===== src/rtl/mul_scheduler_pkg.sv =====
// Shared types for the multiplier scheduler slice.
// Widths and the scheduler FSM encoding live here.
package mul_scheduler_pkg;

  localparam int OP_W  = 32;
  localparam int RES_W = 64;
  localparam int CNT_W = 16;

  typedef enum logic [1:0] {
    IDLE,
    ISSUE,
    WAIT,
    HOLD
  } sched_state_t;

  typedef struct packed {
    logic [OP_W-1:0] a;
    logic [OP_W-1:0] b;
  } op_t;

endpackage


===== src/rtl/mul_scheduler_if.sv =====
// Operand, multiplier and product handshakes of the scheduler.
// slave = scheduler side, master = environment side.
interface mul_scheduler_if;
  import mul_scheduler_pkg::*;

  logic             in_valid;
  logic             in_ready;
  logic [OP_W-1:0]  in_a;
  logic [OP_W-1:0]  in_b;
  logic             mul_valid_in;
  logic [OP_W-1:0]  mul_a;
  logic [OP_W-1:0]  mul_b;
  logic             mul_valid_out;
  logic [RES_W-1:0] mul_r;
  logic             out_valid;
  logic             out_ready;
  logic [RES_W-1:0] out_r;
  logic [CNT_W-1:0] done_cnt;
  logic             err;

  modport slave (
    input  in_valid, in_a, in_b,
    input  mul_valid_out, mul_r,
    input  out_ready,
    output in_ready,
    output mul_valid_in, mul_a, mul_b,
    output out_valid, out_r,
    output done_cnt, err
  );

  modport master (
    output in_valid, in_a, in_b,
    output mul_valid_out, mul_r,
    output out_ready,
    input  in_ready,
    input  mul_valid_in, mul_a, mul_b,
    input  out_valid, out_r,
    input  done_cnt, err
  );

endinterface


===== src/rtl/mul_scheduler_op_fifo.sv =====
// Synchronous operand FIFO, DEPTH x {a,b}.
// Extra pointer bit distinguishes full from empty.
module mul_scheduler_op_fifo
  import mul_scheduler_pkg::*;
#(
  parameter int DEPTH = 4
) (
  input  logic clk,
  input  logic rst,
  input  logic push_i,
  input  op_t  wdata_i,
  input  logic pop_i,
  output op_t  rdata_o,
  output logic full_o,
  output logic empty_o
);

  localparam int AW = $clog2(DEPTH);
  localparam int PW = AW + 1;

  op_t           mem_q [DEPTH];
  logic [PW-1:0] wptr_q;
  logic [PW-1:0] wptr_d;
  logic [PW-1:0] rptr_q;
  logic [PW-1:0] rptr_d;
  logic          do_push;
  logic          do_pop;

  assign empty_o = (wptr_q == rptr_q);
  assign full_o  = (wptr_q[AW] != rptr_q[AW]) &&
                   (wptr_q[AW-1:0] == rptr_q[AW-1:0]);

  assign do_push = push_i && !full_o;
  assign do_pop  = pop_i && !empty_o;
  assign rdata_o = mem_q[rptr_q[AW-1:0]];

  always_comb begin
    wptr_d = wptr_q + PW'(do_push);
    rptr_d = rptr_q + PW'(do_pop);
  end

  always_ff @(posedge clk or posedge rst) begin
    if (rst) begin
      wptr_q <= '0;
      rptr_q <= '0;
    end else begin
      wptr_q <= wptr_d;
      rptr_q <= rptr_d;
    end
  end

  // storage needs no reset; emptiness is carried by the pointers
  always_ff @(posedge clk) begin
    if (do_push) begin
      mem_q[wptr_q[AW-1:0]] <= wdata_i;
    end
  end

endmodule


===== src/rtl/mul_scheduler.sv =====
// Issues buffered operand pairs to a non-pipelined multiplier
// one at a time and returns products in order on ready/valid.
module mul_scheduler
  import mul_scheduler_pkg::*;
#(
  parameter int DEPTH   = 4,
  parameter int TIMEOUT = 12
) (
  input logic            clk,
  input logic            rst,
  mul_scheduler_if.slave bus
);

  localparam int WW = $clog2(TIMEOUT);
  localparam logic [WW-1:0] WAIT_LAST = WW'(TIMEOUT - 1);

  sched_state_t     state_q;
  sched_state_t     state_d;
  logic [WW-1:0]    wait_q;
  logic [WW-1:0]    wait_d;
  logic [RES_W-1:0] out_r_q;
  logic [RES_W-1:0] out_r_d;
  logic             out_valid_q;
  logic             out_valid_d;
  logic [CNT_W-1:0] done_q;
  logic [CNT_W-1:0] done_d;
  logic             err_q;
  logic             err_d;

  logic issue;
  logic pop;
  logic full;
  logic empty;
  op_t  wr_op;
  op_t  head;

  assign wr_op.a = bus.in_a;
  assign wr_op.b = bus.in_b;

  mul_scheduler_op_fifo #(
    .DEPTH (DEPTH)
  ) u_fifo (
    .clk     (clk),
    .rst     (rst),
    .push_i  (bus.in_valid),
    .wdata_i (wr_op),
    .pop_i   (pop),
    .rdata_o (head),
    .full_o  (full),
    .empty_o (empty)
  );

  always_comb begin
    state_d     = state_q;
    wait_d      = wait_q;
    out_r_d     = out_r_q;
    out_valid_d = out_valid_q;
    done_d      = done_q;
    err_d       = err_q;
    issue       = 1'b0;
    pop         = 1'b0;
    unique case (state_q)
      IDLE: begin
        // mul_valid_out may be stale or unknown here
        if (!empty) begin
          state_d = ISSUE;
        end
      end
      ISSUE: begin
        issue   = 1'b1;
        pop     = 1'b1;
        wait_d  = '0;
        state_d = WAIT;
      end
      WAIT: begin
        if (bus.mul_valid_out) begin
          out_r_d     = bus.mul_r;
          out_valid_d = 1'b1;
          state_d     = HOLD;
        end else if (wait_q == WAIT_LAST) begin
          err_d   = 1'b1;
          state_d = IDLE;
        end else begin
          wait_d = wait_q + WW'(1);
        end
      end
      HOLD: begin
        if (bus.out_ready) begin
          out_valid_d = 1'b0;
          done_d      = done_q + CNT_W'(1);
          state_d     = empty ? IDLE : ISSUE;
        end
      end
      default: begin
        state_d = IDLE;
      end
    endcase
  end

  always_ff @(posedge clk or posedge rst) begin
    if (rst) begin
      state_q     <= IDLE;
      wait_q      <= '0;
      out_r_q     <= '0;
      out_valid_q <= 1'b0;
      done_q      <= '0;
      err_q       <= 1'b0;
    end else begin
      state_q     <= state_d;
      wait_q      <= wait_d;
      out_r_q     <= out_r_d;
      out_valid_q <= out_valid_d;
      done_q      <= done_d;
      err_q       <= err_d;
    end
  end

  assign bus.in_ready     = !full;
  assign bus.mul_valid_in = issue && !rst;
  assign bus.mul_a        = head.a;
  assign bus.mul_b        = head.b;
  assign bus.out_valid    = out_valid_q;
  assign bus.out_r        = out_r_q;
  assign bus.done_cnt     = done_q;
  assign bus.err          = err_q;

endmodule

===== src/flat_wrapper.sv =====
// flat-port wrapper written by rule: the top's interface ports become plain ports
module mul_scheduler_flat import mul_scheduler_pkg::*;
#(
  parameter int DEPTH   = 4,
  parameter int TIMEOUT = 12
)
  (clk, rst, bus_in_valid, bus_in_a, bus_in_b, bus_mul_valid_out, bus_mul_r, bus_out_ready, bus_in_ready, bus_mul_valid_in, bus_mul_a, bus_mul_b, bus_out_valid, bus_out_r, bus_done_cnt, bus_err);
  mul_scheduler_if bus_i ();
  input logic clk;
  input logic rst;
  input wire logic [$bits(bus_i.in_valid)-1:0] bus_in_valid;
  input wire logic [$bits(bus_i.in_a)-1:0] bus_in_a;
  input wire logic [$bits(bus_i.in_b)-1:0] bus_in_b;
  input wire logic [$bits(bus_i.mul_valid_out)-1:0] bus_mul_valid_out;
  input wire logic [$bits(bus_i.mul_r)-1:0] bus_mul_r;
  input wire logic [$bits(bus_i.out_ready)-1:0] bus_out_ready;
  output wire logic [$bits(bus_i.in_ready)-1:0] bus_in_ready;
  output wire logic [$bits(bus_i.mul_valid_in)-1:0] bus_mul_valid_in;
  output wire logic [$bits(bus_i.mul_a)-1:0] bus_mul_a;
  output wire logic [$bits(bus_i.mul_b)-1:0] bus_mul_b;
  output wire logic [$bits(bus_i.out_valid)-1:0] bus_out_valid;
  output wire logic [$bits(bus_i.out_r)-1:0] bus_out_r;
  output wire logic [$bits(bus_i.done_cnt)-1:0] bus_done_cnt;
  output wire logic [$bits(bus_i.err)-1:0] bus_err;
  assign bus_i.in_valid = bus_in_valid;
  assign bus_i.in_a = bus_in_a;
  assign bus_i.in_b = bus_in_b;
  assign bus_i.mul_valid_out = bus_mul_valid_out;
  assign bus_i.mul_r = bus_mul_r;
  assign bus_i.out_ready = bus_out_ready;
  assign bus_in_ready = bus_i.in_ready;
  assign bus_mul_valid_in = bus_i.mul_valid_in;
  assign bus_mul_a = bus_i.mul_a;
  assign bus_mul_b = bus_i.mul_b;
  assign bus_out_valid = bus_i.out_valid;
  assign bus_out_r = bus_i.out_r;
  assign bus_done_cnt = bus_i.done_cnt;
  assign bus_err = bus_i.err;
  mul_scheduler #(.DEPTH(DEPTH), .TIMEOUT(TIMEOUT)) u_core (.clk(clk), .rst(rst), .bus(bus_i));
endmodule

===== config.mk =====
export PLATFORM = sky130hd
export DESIGN_NAME = mul_scheduler_flat
export DESIGN_NICKNAME = d
export VERILOG_FILES = /design/src/rtl/mul_scheduler_pkg.sv /design/src/rtl/mul_scheduler_if.sv /design/src/rtl/mul_scheduler_op_fifo.sv /design/src/rtl/mul_scheduler.sv /design/src/flat_wrapper.sv
export SDC_FILE = /design/constraint.sdc
export NUM_CORES = 1
export LEC_CHECK = 0
export BUFFER_PORTS_ARGS = -buffer_cell sky130_fd_sc_hd__buf_2
export CORE_ASPECT_RATIO = 1.2
export CORE_MARGIN = 1
export CORE_UTILIZATION = 35
export CTS_BUF_LIST = sky130_fd_sc_hd__clkbuf_8
export CTS_CLUSTER_DIAMETER = 200
export CTS_CLUSTER_SIZE = 30
export DETAILED_ROUTE_END_ITERATION = 10
export PLACE_DENSITY_LB_ADDON = 0.25
export REMOVE_ABC_BUFFERS = 1
export SLEW_MARGIN = 15
export SYNTH_ARGS = -nofsm -noshare
export SYNTH_HDL_FRONTEND = slang
export SYNTH_HIERARCHICAL = 1
export SYNTH_SLANG_ARGS = --single-unit

===== constraint.sdc =====
create_clock -name clk -period 9.6 [get_ports clk]
set_input_delay 0.96 -clock clk [delete_from_list [all_inputs] [get_ports clk]]
set_output_delay 0.96 -clock clk [all_outputs]
set_load 0.03 [all_outputs]

== After elaboration in Yosys (flattened, before gate mapping) ==
Memory sizes are Yosys's and may differ from the RTL's.
Cells that the tools add are included.

* Register bits: 94
* Latch bits: 0
* Bits in writable memories: 256
* Bits in read-only memories: 0
* Input port bits: 133
* Output and inout bits: 148
* Logic and storage cells: 58
* Memories kept: 1

{| class="wikitable"
|+ Memories
! memory !! words !! bits a word !! read ports !! clocked after Yosys merged registers in !! write ports !! RTL line !! text
|-
| u_core.u_fifo.mem_q || 4 || 64 || 1 || 0 || 1 || mul_scheduler_op_fifo.sv:21 || <nowiki>op_t mem_q [DEPTH];</nowiki>
|}

* $add $sub $neg: 4
* Multipliers: 0
* Div/mod/pow operators: 0
* Magnitude comparators: 0
* Eq/ne operators: 13
* Shift operators: 0
* Multiplexer cells: 15
* Bitwise logic cells: 1
* Reduce and logical (&&, ||, !) cells: 16

{| class="wikitable"
|+ Operators by type and width
! cell !! count
|-
| adder 16 x 1 -> 16 bit, second input constant || 1
|-
| AND reduction 3 bit || 4
|-
| != test 2 bit, second input constant || 5
|-
| two-way mux 2 bit || 4
|-
| two-way mux 4 bit || 2
|-
| case mux 2 bit (4 select lines) || 1
|-
| case mux 4 bit (2 select lines) || 1
|-
| adder 3 x 1 -> 3 bit || 2
|-
| two-way mux 1 bit || 6
|-
| adder 4 x 1 -> 4 bit, second input constant || 1
|-
| equality test 2 bit, second input constant || 2
|-
| equality test 4 bit, second input constant || 1
|-
| logical AND 1 bit || 4
|-
| AND reduction 2 bit || 2
|-
| nonzero test 2 bit || 2
|-
| equality test 3 bit || 1
|-
| zero test 1 bit || 3
|-
| != test 3 x 2 -> 1 bit, second input constant || 1
|-
| equality test 2 x 1 -> 1 bit, second input constant || 1
|-
| equality test 2 bit || 1
|-
| zero test 2 bit || 1
|-
| case mux 1 bit (2 select lines) || 1
|-
| != test 1 bit || 1
|-
| inverter 1 bit || 1
|}

== Logic depth before layout (Yosys ltp) ==
Gate-level depths: netlist of run 1.

* Depth in word-level cells: 6
* Gate-level depth with buffers: 8
* Mapped depth without buffers: 7

== By module ==
Netlist of run 1, hierarchy kept.

{| class="wikitable"
|+ By module, submodules not included
! module !! instances !! cells an instance !! area each (um^2) !! sequential area each (um^2)
|-
| mul_scheduler_op_fifo || 1 || 365 || 9,580.4 || 7,837.5
|-
| mul_scheduler || 1 || 235 || 3,786.1 || 2,202.1
|}

== Worst setup path before layout of run 1 ==
Ideal clock, no wire load.

* Kind: input -> register
* Start: in bus_in_valid
* End: mem u_core/u_fifo/mem_q[2][0] (netlist name), enable pin
* Setup time: 602 ps
* Arrival: 5,916 ps
* Data required time: 8,998 ps
* Slack: 3,082 ps
* Stages: 2
* Path buffers: 0
* Path through: nand2_1 -> a311oi_1

* Word-level cells in the longest chain between the ends: 3

{| class="wikitable"
|+ Ends and longest elaborated chain
! what !! RTL line !! text
|-
| from (decl) || flat_wrapper.sv:11 || <nowiki>input wire logic [$bits(bus_i.in_valid)-1:0] bus_in_valid;</nowiki>
|-
| logical AND 1 bit || mul_scheduler_op_fifo.sv:33 || <nowiki>assign do_push = push_i && !full_o;</nowiki>
|-
| two-way mux 1 bit || mul_scheduler_op_fifo.sv:54 || <nowiki>if (do_push) begin</nowiki>
|-
| two-way mux 1 bit (not written as such) || mul_scheduler_op_fifo.sv:55 || <nowiki>mem_q[wptr_q[AW-1:0]] <= wdata_i;</nowiki>
|-
| to (decl) || mul_scheduler_op_fifo.sv:21 ||
|}

No other way between the ends.

== Worst setup path in the final report of run 1 ==
* Start: reg u_core.u_fifo.rptr_q[0]
* End: out bus_mul_b[0]

* Word-level cells in the longest chain between the ends: 1

{| class="wikitable"
|+ Ends and longest elaborated chain
! what !! RTL line !! text
|-
| from (decl) || mul_scheduler_op_fifo.sv:24 || <nowiki>logic [PW-1:0] rptr_q;</nowiki>
|-
| from (signal assigned) || mul_scheduler_op_fifo.sv:48 || <nowiki>rptr_q <= rptr_d;</nowiki>
|-
| memory read (4 x 64 bit) || - ||
|-
| to (decl) || flat_wrapper.sv:20 || <nowiki>output wire logic [$bits(bus_i.mul_b)-1:0] bus_mul_b;</nowiki>
|}

No other way between the ends.

==> results of run 1 <==
[placed cells by master, fill, tap and decap left out, types with 2 or more instances in the layout]
cell | Yosys | final
nand3b_1 | 2 | 2
xor2_1 | 10 | 10
o21ai_0 | 4 | 4
mux2_2 | 5 | 5
mux2_4 | 60 | 60
nand3_1 | 10 | 10
inv_1 | 10 | 18
diode_2 | 0 | 4
nor2_1 | 4 | 4
mux4_2 | 64 | 64
dfrtp_4 | 0 | 2
nand2_1 | 10 | 10
clkbuf_8 | 0 | 15
and3_1 | 4 | 4
ha_1 | 6 | 6
buf_4 | 1 | 8
buf_2 | 8 | 280
xnor2_1 | 14 | 14
a31oi_4 | 0 | 3
nor3_1 | 2 | 2
nand4_1 | 4 | 4
edfxtp_1 | 256 | 256
dfrtp_1 | 94 | 92
[stage by stage]
step,cell area [sq um],setup slack [ns],instances,util,total power (uW)
2_1_floorplan,13200,0.858,577,-,3950
3_3_place_gp,15300,6.17,1345,0.406,4590
3_5_place_dp,15300,6.15,1345,0.406,4600
4_1_cts,15500,5.44,1370,0.413,5200
5_1_grt,15500,5.31,1371,0.413,5380
6_report,15600,5.63,1374,0.413,5100
[critical path, stage by stage, from the launching register on]
cell	delay (ns)
dfrtp_4	0.78
buf_4	0.78
mux4_2	0.61
buf_2	0.19
[state kept, by name (all words and copies together), names as in the netlist, 2 cells and up]
signal / flops
u_core/u_fifo/rptr_q: 3
u_core/u_fifo/mem_q: 256
u_core/bus.out_r: 64
u_core/wait_q: 4
u_core/bus.done_cnt: 16
u_core/state_q: 2
u_core/u_fifo/wptr_q: 3
[power groups by stage]
stage / combinational, uW / clock [uW] / sequential, uW
2_1_floorplan: 1250 / 0 / 2700
3_3_place_gp: 2260 / 0 / 2330
3_5_place_dp: 2280 / 0 / 2330
4_1_cts: 2270 / 627 / 2300
5_1_grt: 2370 / 666 / 2340
6_report: 2230 / 583 / 2290
[layout make-up]
cell class / count / area share
Clock inverter: 10 / 0.00290
Timing Repair Buffer: 288 / 0.0939
Inverter: 10 / 0.00249
Multi-Input combinational cell: 217 / 0.202
Sequential cell: 350 / 0.646
Tap cell: 480 / 0.0386
Clock buffer: 15 / 0.0133
Antenna cell: 4 / 0.000643
[layer usage]
metal,part of all wire,track usage
met4,0.013,0.0313
met5,0.00082,0
met3,0.083,0.0407
met2,0.49,0.235
met1,0.41,0.175
[path summary, 6_finish.rpt]
check | start | to | slack (ns)
min in group clk | u_core/bus.err | u_core/bus.err | 0.48
max | u_core/u_fifo/rptr_q[0] | bus_mul_b[0] | 5.63
min | rst | u_core/u_fifo/rptr_q[0] | 0.28
max reg2reg | u_core/u_fifo/rptr_q[0] | u_core/u_fifo/mem_q[2][12] | 6.22
min reg2reg | u_core/bus.err | u_core/bus.err | 0.48
max in group asynchronous | rst | u_core/bus.out_r[6] | 8.07
[logic make-up (layout without fill, tap and decap cells)]
kind of cell | count (synthesis) | after routing | synth area share
flip-flops | 350 | 350 | 0.751
multiplexers | 129 | 129 | 0.179
AND/OR/NAND/NOR | 45 | 45 | 0.0237
buffers and inverters | 33 | 323 | 0.0182
XOR/XNOR | 24 | 24 | 0.0157
AO/OA/AOI/OAI | 13 | 13 | 0.00627
adder cells (fa/ha/maj) | 6 | 6 | 0.00562
other | 0 | 4 | 0
==> summary.md, run 1 <==
| Metric | Value |
|---|---|
| Register Area | about 10000 sq um |
| H-tree depth | 1 |
| WL/cell | 19.4 microns |
| Area leader, netlist | edfxtp_1 |
| Worst skew pair latency | just under 0.6 ns |
| Core area | 37700 sq um |
| CTS root buffer | clkbuf_8 |
| Kind of start point of the critical path | flop |
| Top cells by count, synth | edfxtp_1 (256), dfrtp_1 (94), mux4_2 (64), mux2_4 (60) |
| Global-route usage over all layers | 0.139 |
| Internal power | 3070 uW |
| Worst-path maximum fanout | 44 |
| Period utilisation layout | 0.413 |
| Sequential share of power | 0.449 |
| Min Clock Period, post-route | 3.97 ns |
| Iteration-0 DRC Markers | 357 |
| Reg2Reg Depth | 3 |
| Critical Path AT | between 3 and 4 ns |
| Cell Rows | 78 |
| Fraction of registers with async set/reset | 0.269 |
| Initial antenna violation count | 4 |
| Hold Crit Class | input pin to asynchronous set/reset pin |
| CTS sink cnt | 350 |
| Slew headroom | 0.279 |
| Final Hold Viols | 0 |
| Via density per instance | 4.75 |
| Worst slew pin tran | 1.08 ns |
| Final-report max-slew violation count | 0 |
| Initial core utilization | 0.355 |
| Clock tree buffer depth | 3 |
| Placer Congestion | 0.720 |
| Final #Nets | between 1000 and 1500 |
| EDFF count, synth | 256 |
| Primary FF master, synth | edfxtp_1 |
| # IOs | around 280 |
| Cells after Synth | 600 |
| # hold bufs at CTS | 0 |
| # Post-CTS Setup Buffers | 0 |
| Unrepaired setup endpoints after global routing | no |
| Clock power frac | 0.114 |
| Fmax | 252 MHz |
| Finish-stage setup viols | 0 |
| Vias in the first global route | around 7000 |
| Mapped Area | ~13000 sq um |
| DR pass1 iterations | 4 |
| CTS resizes | 0 |
| Syn avg cell area | approximately 22 sq um |
| Die X-Extent | 180 microns |
| Maximum vdd ir drop | 0.202 mV |
| Clock skew | 0.0333 ns |
| Detailed Route WL | 26700 microns |
| GRT overflow | 0 |
| Layout fillers | 3369 |
| Multi-input logic area | ~3100 sq um |
| Layout cell share with drive strength beyond 1 | 0.503 |
| Status | completed |
| Fin Setup TNS | 0 ns |
| Routed Antenna Nets | 0 |
| Combinational share of power | 0.436 |
| Die Footprint | about 39000 sq um |
| Register bit total from synthesis | 350 |
| CTS tree | built |
| Synth-to-Final Area Change | 16.4% |
| Die height | 216 microns |
| Vias | 6528 |
| First-pass GRT wire length | between 40000 and 50000 microns |
| Most instantiated library cell after synthesis | edfxtp_1 |
| Max Cap Violations | 0 |
| Power Dens Cells | roughly 330 nW/um^2 |
| Min Hold Slack | about 0.28 ns |
| Drt drc | 0 |
| Yosys top cell area share | 0.575 |
| Sequential element share of the synthesized area | 0.751 |
| Ranking of synthesized cells by area | edfxtp_1 (58%), dfrtp_1 (18%), mux4_2 (11%) |
| Largest net degree at the start of global routing | 67 |
| Clk slew on worst S/H paths | 0.19 ns |
| Critical Path RT | 8.64 ns |
| CP endpoint kind | output pin |
| IO Port Bufs | 280 |
| Post-DP HPWL | 17400 microns |
| Net load switching power | 2030 uW |
| Pleak | 0.00615 uW |
| Post-synth cell types | 35 |
| Switching share of total power | 0.398 |
| Yosys warnings | 6 |
| Critical path class | flop to output pin |
| Number of buffers created by CTS | 15 |
(Power assumes the default switching activity.)
==> inputs of run 2 (changes only) <==
- clock period: 9.6 -> 3.3 ns (I/O delays scaled with it)
==> run 2 against run 1 <==
Net effect: non-clock buffer count up 133; clock power rose to 2.9 times the previous value; cell count up 9.5%; core utilization up 3.6 points; clock skew down 0.0039 ns; highest routed layer unchanged.
==> summary.md, run 2 (synthesis gave the netlist of run 1 again) <==
| Metric | Value |
|---|---|
| Die height | 216 microns (unchanged) |
| Detailed Route WL | 28400 microns (+6.2%) |
| Critical Path AT | 2.57 ns (-0.44 ns) |
| Maximum vdd ir drop | 0.591 mV (+190%) |
| Vias | 7006 (+7.3%) |
| Die X-Extent | 180 microns (unchanged) |
| Hold Crit Class | input pin to flop |
| Min Hold Slack | 0.118 ns (-0.166 ns) |
| Critical path class | flop to output pin |
| Synth-to-Final Area Change | 26.5% |
| Layout cell share with drive strength beyond 1 | 0.442 (-0.0615) |
| Finish-stage setup viols | 0 (unchanged) |
| CTS sink cnt | 350 (unchanged) |
| CP endpoint kind | output pin |
| Routed Antenna Nets | 0 (unchanged) |
| Initial core utilization | 0.355 (unchanged) |
| Max Cap Violations | 0 (unchanged) |
| Min Clock Period, post-route | between 2 and 3 ns |
| Die Footprint | 39000 sq um (unchanged) |
| Unrepaired setup endpoints after global routing | no |
| Kind of start point of the critical path | flop |
| Clk slew on worst S/H paths | 0.17 ns (-0.02 ns) |
| Core area | 37700 sq um (unchanged) |
| Placer Congestion | 0.729 (+1.3%) |
| # hold bufs at CTS | 127 (+127) |
| Initial antenna violation count | 2 (-2) |
| Final #Nets | 1154 (+13%) |
| Final Hold Viols | 0 (unchanged) |
| IO Port Bufs | 280 (unchanged) |
| Post-DP HPWL | 17400 microns (+0.37%) |
| DR pass1 iterations | 4 (unchanged) |
| Via density per instance | 4.66 (-2.0%) |
| Global-route usage over all layers | 0.147 (+0.00794) |
| CTS root buffer | clkbuf_8 |
| Commonest non-fill, non-tap cell in the layout | buf_2 |
| Drt drc | 0 (unchanged) |
| H-tree depth | 1 (unchanged) |
| Most frequent cells in the layout | buf_2 (280), edfxtp_1 (256), dlygate4sd3_1 (129) |
| Status | completed |
| Number of flip-flops in the largest register | 256 (unchanged) |
| Clock skew | 0.0293 ns (-0.00393 ns) |
| Pleak | 0.00672 uW (+9.3%) |
| Worst slew pin tran | 0.964 ns (-0.118 ns) |
| # Post-CTS Setup Buffers | 0 (unchanged) |
| Cell Rows | 78 (unchanged) |
| Critical Path RT | 2.97 ns (-5.67 ns) |
| Number of buffers created by CTS | 15 (unchanged) |
| Iteration-0 DRC Markers | 338 (-5.3%) |
| Largest net degree at the start of global routing | 67 (unchanged) |
| Total power | 15100 uW (+200%) |
| # IOs | 281 (unchanged) |
| Worst skew pair latency | 0.57 ns (about the same) |
| GRT overflow | 0 (unchanged) |
| Period utilisation layout | 0.878 |
| Final-report max-slew violation count | 0 (unchanged) |
| Vias in the first global route | 7832 (+12%) |
| Fin Setup TNS | 0 ns (unchanged) |
| WL/cell | 18.9 microns (-3.0%) |
| Fmax | 345 MHz |
| First-pass GRT wire length | 44500 microns (+7.3%) |
| Worst-path maximum fanout | 51 (+16%) |
| Slew headroom | 0.352 (+0.0738) |
| CTS resizes | 0 (unchanged) |
| CTS tree | built |
| Clock tree buffer depth | 3 (unchanged) |
| Util after Layout | 0.449 (+0.0359) |
| Reg2reg setup slack | 0.73 ns (-5.49 ns) |
| Power Dens Cells | 891 nW/um^2 (+170%) |
## run 2: changes by cell type in the layout (fill, tap and decap cells not counted)
| cell | change |
|---|---|
| dlygate4sd3_1 | +129 |
| buf_12 | +3 |
| diode_2 | -3 |
| buf_4 | +1 |
## run 2: worst max-delay path, stage by stage (launching register included)
cell	delay (ns)
dfrtp_4	0.64
buf_4	0.69
mux4_2	0.44
buf_2	0.20
## run 2: per-layer routing
layer / global-route usage / wire, microns / share of wire
met1: 0.189 / 12300 / 0.43
met2: 0.258 / 13900 / 0.49
met4: 0.0242 / 327 / 0.012
met3: 0.0309 / 1820 / 0.064
met5: 0 / 8 / 0.00028
## run 2: per-stage QoR
stage,instances,setup WS [ns],instance area (sq um)
3_5_place_dp,1349,0.730,15400
5_1_grt,1504,0.252,16900
2_1_floorplan,577,-5.44,13200
3_3_place_gp,1349,0.733,15400
6_report,1504,0.403,16900
4_1_cts,1501,0.310,16900
## run 2: final timing paths
| check | to | depth (start not counted) | startpoint |
|---|---|---|---|
| max in group asynchronous | u_core/bus.out_r[59] | 4 | rst |
| min in group asynchronous | u_core/u_fifo/rptr_q[2] | 3 | rst |
| worst max-delay path | bus_mul_b[19] | 3 | u_core/u_fifo/rptr_q[1] |
| worst min-delay path | u_core/state_q[0] | 4 | bus_out_ready |
| worst min register to register | u_core/bus.err | 1 | u_core/bus.err |
| worst max register to register | u_core/u_fifo/mem_q[0][44] | 3 | u_core/u_fifo/rptr_q[1] |
## run 2: layout make-up
type                    instances  area [sq um]
fillers                      3271         20800
flip-flops and latches        350         10000
multi-input cells             217          3150
repair buffers                421          2820
well taps                     480           601
clock buffers                  15           206
clock inverters                10          45.0
inverters                      10          38.8
diodes                          1          2.50
## run 2: power breakdown
part           internal [uW]  total [uW]  switching (uW)
clock network            443        1700            1250
registers               6040        6640             594
logic                   2580        6740            4160
total                   9070       15100            6010
